`src/rtl/multiplier_arbiter.sv`:
```
// Round-robin front end that shares one sequential multiplier among NREQ requesters.
// Grants one requester at a time, starts the multiplier, and returns the product or a watchdog error.
module multiplier_arbiter #(
  parameter int WIDTH   = 4,
  parameter int NREQ    = 2,
  parameter int TIMEOUT = 64
) (
  input  logic                  clk,
  input  logic                  rst,
  input  logic [NREQ-1:0]       req,
  input  logic [NREQ*WIDTH-1:0] req_multiplier,
  input  logic [NREQ*WIDTH-1:0] req_multiplicand,
  output logic [NREQ-1:0]       gnt,
  output logic [NREQ-1:0]       resp_valid,
  output logic [2*WIDTH-1:0]    resp_product,
  output logic                  resp_err,
  output logic                  busy,
  output logic                  mul_start,
  output logic [WIDTH-1:0]      mul_multiplier,
  output logic [WIDTH-1:0]      mul_multiplicand,
  input  logic [2*WIDTH-1:0]    mul_product,
  input  logic                  mul_done,
  output logic [1:0]            dbg_state
);

  localparam int IW = (NREQ > 1) ? $clog2(NREQ) : 1;
  localparam int CW = $clog2(TIMEOUT);
  localparam logic [IW-1:0] LAST_RST = IW'(NREQ - 1);
  localparam logic [CW-1:0] CNT_MAX  = CW'(TIMEOUT - 1);

  typedef enum logic [1:0] {
    IDLE  = 2'd0,
    ISSUE = 2'd1,
    WAIT  = 2'd2,
    RESP  = 2'd3
  } state_t;

  state_t          state;
  logic [IW-1:0]   last;
  logic [IW-1:0]   win;
  logic [IW-1:0]   win_nxt;
  logic [CW-1:0]   cnt;
  logic [WIDTH-1:0] a_nxt;
  logic [WIDTH-1:0] b_nxt;

  // Handshake: req is a level held until gnt; gnt is a one-cycle pulse meaning the
  // operands were captured, after which the requester may drop req or change operands.
  // resp_valid is a one-cycle pulse with no back-pressure; resp_product/resp_err hold after it.

  // Scan offsets from farthest to nearest so the nearest requester after 'last' wins.
  always_comb begin : rr_pick
    int idx;
    win_nxt = last;
    a_nxt   = '0;
    b_nxt   = '0;
    idx     = 0;
    for (int i = NREQ - 1; i >= 0; i--) begin
      idx = int'(last) + 1 + i;
      if (idx >= NREQ) idx = idx - NREQ;
      for (int j = 0; j < NREQ; j++) begin
        if (req[j] && (j == idx)) begin
          win_nxt = IW'(j);
          a_nxt   = req_multiplier[j*WIDTH +: WIDTH];
          b_nxt   = req_multiplicand[j*WIDTH +: WIDTH];
        end
      end
    end
  end

  always_ff @(posedge clk or negedge rst) begin
    if (!rst) begin
      state            <= IDLE;
      last             <= LAST_RST;
      win              <= '0;
      cnt              <= '0;
      gnt              <= '0;
      resp_valid       <= '0;
      resp_product     <= '0;
      resp_err         <= 1'b0;
      busy             <= 1'b0;
      mul_start        <= 1'b0;
      mul_multiplier   <= '0;
      mul_multiplicand <= '0;
    end else begin
      gnt        <= '0;
      resp_valid <= '0;
      mul_start  <= 1'b0;
      case (state)
        IDLE: begin
          if (|req) begin
            win              <= win_nxt;
            mul_multiplier   <= a_nxt;
            mul_multiplicand <= b_nxt;
            gnt[win_nxt]     <= 1'b1;
            mul_start        <= 1'b1;
            busy             <= 1'b1;
            state            <= ISSUE;
          end
        end
        // mul_done may still be high from the previous operation, so it is not sampled here.
        ISSUE: begin
          cnt   <= '0;
          state <= WAIT;
        end
        WAIT: begin
          if (mul_done) begin
            resp_product    <= mul_product;
            resp_err        <= 1'b0;
            resp_valid[win] <= 1'b1;
            state           <= RESP;
          end else if (cnt == CNT_MAX) begin
            resp_product    <= '0;
            resp_err        <= 1'b1;
            resp_valid[win] <= 1'b1;
            state           <= RESP;
          end else begin
            cnt <= cnt + 1'b1;
          end
        end
        RESP: begin
          last  <= win;
          busy  <= 1'b0;
          state <= IDLE;
        end
        default: state <= IDLE;
      endcase
    end
  end

  assign dbg_state = state;

endmodule

```
`config.mk`:
```
export PLATFORM = sky130hd
export DESIGN_NAME = multiplier_arbiter
export DESIGN_NICKNAME = d
export VERILOG_FILES = /design/src/rtl/multiplier_arbiter.sv
export SDC_FILE = /design/constraint.sdc
export NUM_CORES = 1
export LEC_CHECK = 0
export CORE_MARGIN = 3
export CORE_UTILIZATION = 35
export DETAILED_ROUTE_END_ITERATION = 6
export MAX_ROUTING_LAYER = met4
export PLACE_DENSITY_LB_ADDON = 0.12
export SYNTH_ARGS = -nofsm -noshare
export SYNTH_HDL_FRONTEND = slang
export SYNTH_SLANG_ARGS = --single-unit
```
`constraint.sdc`:
```
create_clock -name clk -period 2.1 [get_ports clk]
set_clock_uncertainty 0.2 [all_clocks]
set_input_delay 0.21 -clock clk [delete_from_list [all_inputs] [get_ports clk]]
set_output_delay 0.21 -clock clk [all_outputs]
set_load 0.01 [all_outputs]
```
== Word-level counts from Yosys, hierarchy flattened ==
Cells that the tools add are included.

* Register bits after elaboration: 33
* Input port bits: 29
* Output and inout port bits: 25
* Word-level logic and storage cells: 89

* Add/sub/neg operators: 5
* Order comparisons: 6
* Eq/ne operators: 10
* Muxes and demuxes: 38
* Reductions and logical operators: 18

{| class="wikitable"
|+ Operator list
! kind !! number
|-
| $eq 2x32->1 const A || 2
|-
| $logic_not 32->1 || 2
|-
| $mux 32 || 2
|-
| $add 32x2->32 const B || 1
|-
| $ge 32x3->1 const B || 1
|-
| $mux 4 || 8
|-
| $sub 32x3->32 const B || 1
|-
| $mux 2 || 8
|-
| $mux 8 || 2
|-
| $mux 6 || 2
|-
| $pmux 6 s2 || 1
|-
| $mux 1 || 11
|-
| $pmux 2 s4 || 1
|-
| $reduce_and 2->1 || 4
|-
| $add 6x1->6 const B || 1
|-
| $eq 6x6->1 const B || 1
|-
| $logic_and 1x1->1 || 6
|-
| $ne 2x2->1 const B || 3
|-
| $reduce_bool 2->1 || 3
|-
| $eq 2x2->1 const B || 2
|-
| $lt 1x2->1 const B || 2
|-
| $ne 3x3->1 const B || 1
|-
| $reduce_and 3->1 || 1
|-
| $sub 2x2->3 const B || 1
|-
| 8 further kinds || 10
|}

== Longest topological paths before layout ==
* Depth in word-level cells: 16
* Depth in mapped cells: 7
* Gate-level depth less buffers: 6

== Worst setup path before layout ==
Ideal clock, no wire load.

* Path kind: register -> register
* Start: reg state[0] (netlist: dbg_state[0])
* End: reg cnt[5]
* Setup time: 0.127 ns
* Arrival: 1.495 ns
* Data required time: 1.773 ns
* Slack: 0.278 ns
* Stages on the path, launching flop included: 7
* Buffers on the path: 0
* Period minus slack after synthesis: 1.822 ns
* Cells stage by stage: dfrtp_1 -> inv_1 -> ha_1 -> nand2b_2 -> or3_1 -> o211ai_1 -> o21ai_1

* Word-level cells in the longest chain between the ends: 3
* Elaborated cells between the ends (all ways): 7
* Those cells by class: eq/ne: 4; mux: 1; reduce/logical: 2

{| class="wikitable"
|+ RTL lines
! what !! RTL line !! text
|-
| start, declared || 38 || <nowiki>state_t state;</nowiki>
|-
| start signal, assigned || 72 || <nowiki>state <= IDLE;</nowiki>
|-
| start signal, assigned || 97 || <nowiki>state <= ISSUE;</nowiki>
|-
| start signal, assigned || 103 || <nowiki>state <= WAIT;</nowiki>
|-
| $eq 2x2->1 / $eq 2x1->1 (equally long branches) || 88 || <nowiki>case (state)</nowiki>
|-
| $ne 2x2->1 (no line) / $reduce_bool 2->1 (equally long branches) || n/a ||
|-
| $reduce_and 3->1 (no line) || n/a ||
|-
| end signal, assigned || 117 || <nowiki>cnt <= cnt + 1'b1;</nowiki>
|-
| end, declared || 42 || <nowiki>logic [CW-1:0] cnt;</nowiki>
|}

Several ways; a longest one is shown, not always the timed one.
A chain may end at the register's enable or synchronous reset.

== Final worst setup path ==
Same ends and word-level chain as after synthesis.

==> reports/qor.csv <==
stage,metric,value,unit
synth,Synth top area share,0.5383,
setup_path,data arrival time of the worst path,1.88,ns
clock_tree,CTS HTree Levels,2,
layout,area growth from synthesis to layout,45.75,%
drt,Final ANT Viol Nets,0,
layout,# nets final,239,
drt,DR vias,1270,
power,PwrDens,1273,nW/um2
drt,Iter 0 DRT Violations,28,
setup_path,worst-path cell chain,"inv_1, ha_2, nand2b_2, or3_1, o211ai_1, o21ai_1",
sta,Final Hold Fails,0,
synth,asr flop ratio synth,1.000,
setup_path,Worst Setup End Kind,flip-flop,
synth,"Top FF cell, synth",dfrtp_1,
sta,Max Clk Rate,0.5221,GHz
synth,post-synthesis net count,181,
setup_path,slowest CP cell,dfrtp_1,
synth,Syn Inst Count,146,
synth,Mean Syn Cell Area,10.19,um2
floorplanning,row count,23,
clock_tree,clock root buffer,clkbuf_8,
clock_tree,worst-skew pair later-pin latency,0.28,ns
floorplanning,IO Count,54,
global_routing,total gr overflow,0,
synth,"Seq/Total Area, Yosys",0.5559,
clock_tree,"Reg clk slew, reported paths",0.07,ns
global_routing,Global Route Usage Sum,0.1569,
synth,Post-Syn Area,1488,um2
setup_path,CP bufs+invs,1,
power,Final Power,2760,uW
clock_tree,hold_buf cts,0,
layout,final cell count without fillers,255,
clock_tree,deepest clock path buffer count,2,
drt,Total Wirelength,3.511,mm
synth,"area leader, netlist",dfrtp_1,
global_routing,vias in the first global route,1318,
drt,wire length per cell,13.77,um
clock_tree,CTS tree,built,
sta,RSZ-0062 raised after global routing,no,
floorplanning,Placeable Area,4058,um2
synth,Seq cells post-synth,33,
synth,number of flops mapped to enable cells by yosys,0,
clock_tree,clock sink total,33,
floorplanning,Initial Util,0.3666,
placement,Post-Place Cells,247,
layout,Antenna Cells,0,
synth,"top cells by area, synth","dfrtp_1, nand2_1, nor2_1, ha_1, a221oi_1",
placement,Final Wtd Congestion,0.7992,
floorplanning,die footprint,5069,um2
placement,Final HPWL DP,2.700,mm
floorplanning,DIE HEIGHT,71.20,um
synth,most common cell in the netlist,dfrtp_1,
clock_tree,Inserted Clock Buffers,5,
floorplanning,Die Wd,71.20,um
min_path,HP Class,in -> async,
status,status,"finished, final reports clean",
synth,YS warnings,0,
setup_path,crit-path max FO,7,
global_routing,global-route wire length before repair,6.044,mm
global_routing,largest net degree at the start of global routing,34,
power,Leak,0.0009411,uW
sta,Worst-Margin Slew,0.4179,ns
sta,Rel. slew slack,0.7214,
sta,Setup TNS,0,ns
setup_path,"Data required, critical path",2.07,ns
sta,Tmin final,1.915,ns
placement,I/O Buffers,53,
global_routing,initial antenna violation count,0,
synth,Commonest cells post-synth,"dfrtp_1, nand2_1, nor2_1, nand3_1, a221oi_1",
sta,# setup viols final,0,
drt,Vias/cell,4.980,
drt,TritonRoute pass-1 iters,5,
layout,share of cells above drive strength 1,0.09756,
setup_path,CP peak stage delay,0.43,ns
job,max cap viols,0,
drt,DRC,0,
setup_path,kind of critical path,reg -> reg,
sta,Final Cycle Share,0.9121,
power,worst vdd ir,0.0006582,V
setup_path,Worst Setup Start Kind,flip-flop,
synth,Yosys cell types,32,
sta,fin. max-slew vios,0,
setup_path,critical path's top delay family,simple AND/OR/NAND/NOR gates,
cells by family after synthesis:
family	Yosys count	synth area share
adders and majority gates	6	0.05046
and+or+nand+nor	69	0.2069
xor gates and xnor gates	2	0.01178
muxes	3	0.02103
buffers and inverters	8	0.02186
AOI/OAI and AO/OA	25	0.1320
DFF	33	0.5559
routing by layer:
layer	GRT usage	part of all wire	vias up
met3	0.05540	0.064	7
met5	-	0	-
li1	-	-	618
met2	0.2439	0.49	38
met1	0.1807	0.43	607
met4	0.07307	0.016	0
state kept, by name (all words and copies together) (netlist names):
name and flops:
win 1, mul_multiplicand 4, resp_product 8, resp_valid 2, mul_multiplier 4, last 1
mul_start 1, cnt 6, resp_err 1, busy 1, gnt 2, dbg_state 2
cells in the final DEF (no fill, tap or decap), drive strengths merged, types with 2 or more instances in the layout:
cell type      count
clkdlybuf4s50     53
dfrtp             32
nand2             24
nor2              21
nand3             14
a221oi             8
ha                 6
clkbuf             5
inv                5
a21oi              5
o21ai              5
and2               4
a21boi             3
o211ai             2
xnor2              2
mux2i              2
clkinv             2
and3               2
nand2b             2
area by class of cell:
| type | instances | area (um2) |
|---|---|---|
| multi-input combinational | 105 | 635.6 |
| sequential | 33 | 827.0 |
| fill | 379 | 1889 |
| timing repair buffer | 54 | 538.0 |
| clock inverter | 3 | 17.52 |
| inverter | 5 | 18.77 |
| tap | 50 | 62.56 |
| clock buffer | 5 | 68.82 |
path summary, 6_finish.rpt:
| kind | endpoint | cells after the start | from | slack, ns |
|---|---|---|---|---|
| worst max-delay path | cnt[5]$_DFFE_PN0P_ | 6 | dbg_state[0]$_DFFE_PN0P_ | 0.18 |
| worst min-delay path | resp_product[7]$_DFFE_PN0P_ | 2 | rst | 0.13 |
| worst max register to register | cnt[5]$_DFFE_PN0P_ | 6 | dbg_state[0]$_DFFE_PN0P_ | 0.18 |
| worst min register to register | resp_valid[0]$_DFF_PN0_ | 1 | win$_DFFE_PN0P_ | 0.27 |
| max in group asynchronous | last$_DFFE_PN1P_ | 2 | rst | 1.24 |
| min in group clk | resp_product[0]$_DFFE_PN0P_ | 3 | mul_product[0] | 0.26 |
timing repair:
action | in CTS | in global routing
resized for setup | 0 | 2
setup endpoints to repair | 0 | 5
setup buffers | 0 | 0
endpoints found under the hold margin | 0 | 0
stage by stage:
stage | instance area, um2 | setup WS [ns] | hold WS (ns) | util
CTS | 2161 | 0.1264 | 0.1430 | 0.5325
finish | 2168 | 0.1847 | 0.1256 | 0.5344
global route | 2168 | 0.06945 | 0.1683 | 0.5344
detailed placement | 2074 | 0.1427 | 0.2779 | 0.5113
global placement | 2074 | 0.2460 | 0.2676 | 0.5113
floorplan | 1488 | 0.2785 | -0.2856 | -
where the power goes:
group | internal, uW | switching (uW) | total, uW | leakage (uW)
Combinational | 639 | 593 | 1230 | 0.000486
Clock | 228 | 229 | 457 | 0.0000439
Sequential | 902 | 169 | 1070 | 0.000411
Total | 1770 | 991 | 2760 | 0.000941
No activity file was read; power rests on OpenSTA's default activity.
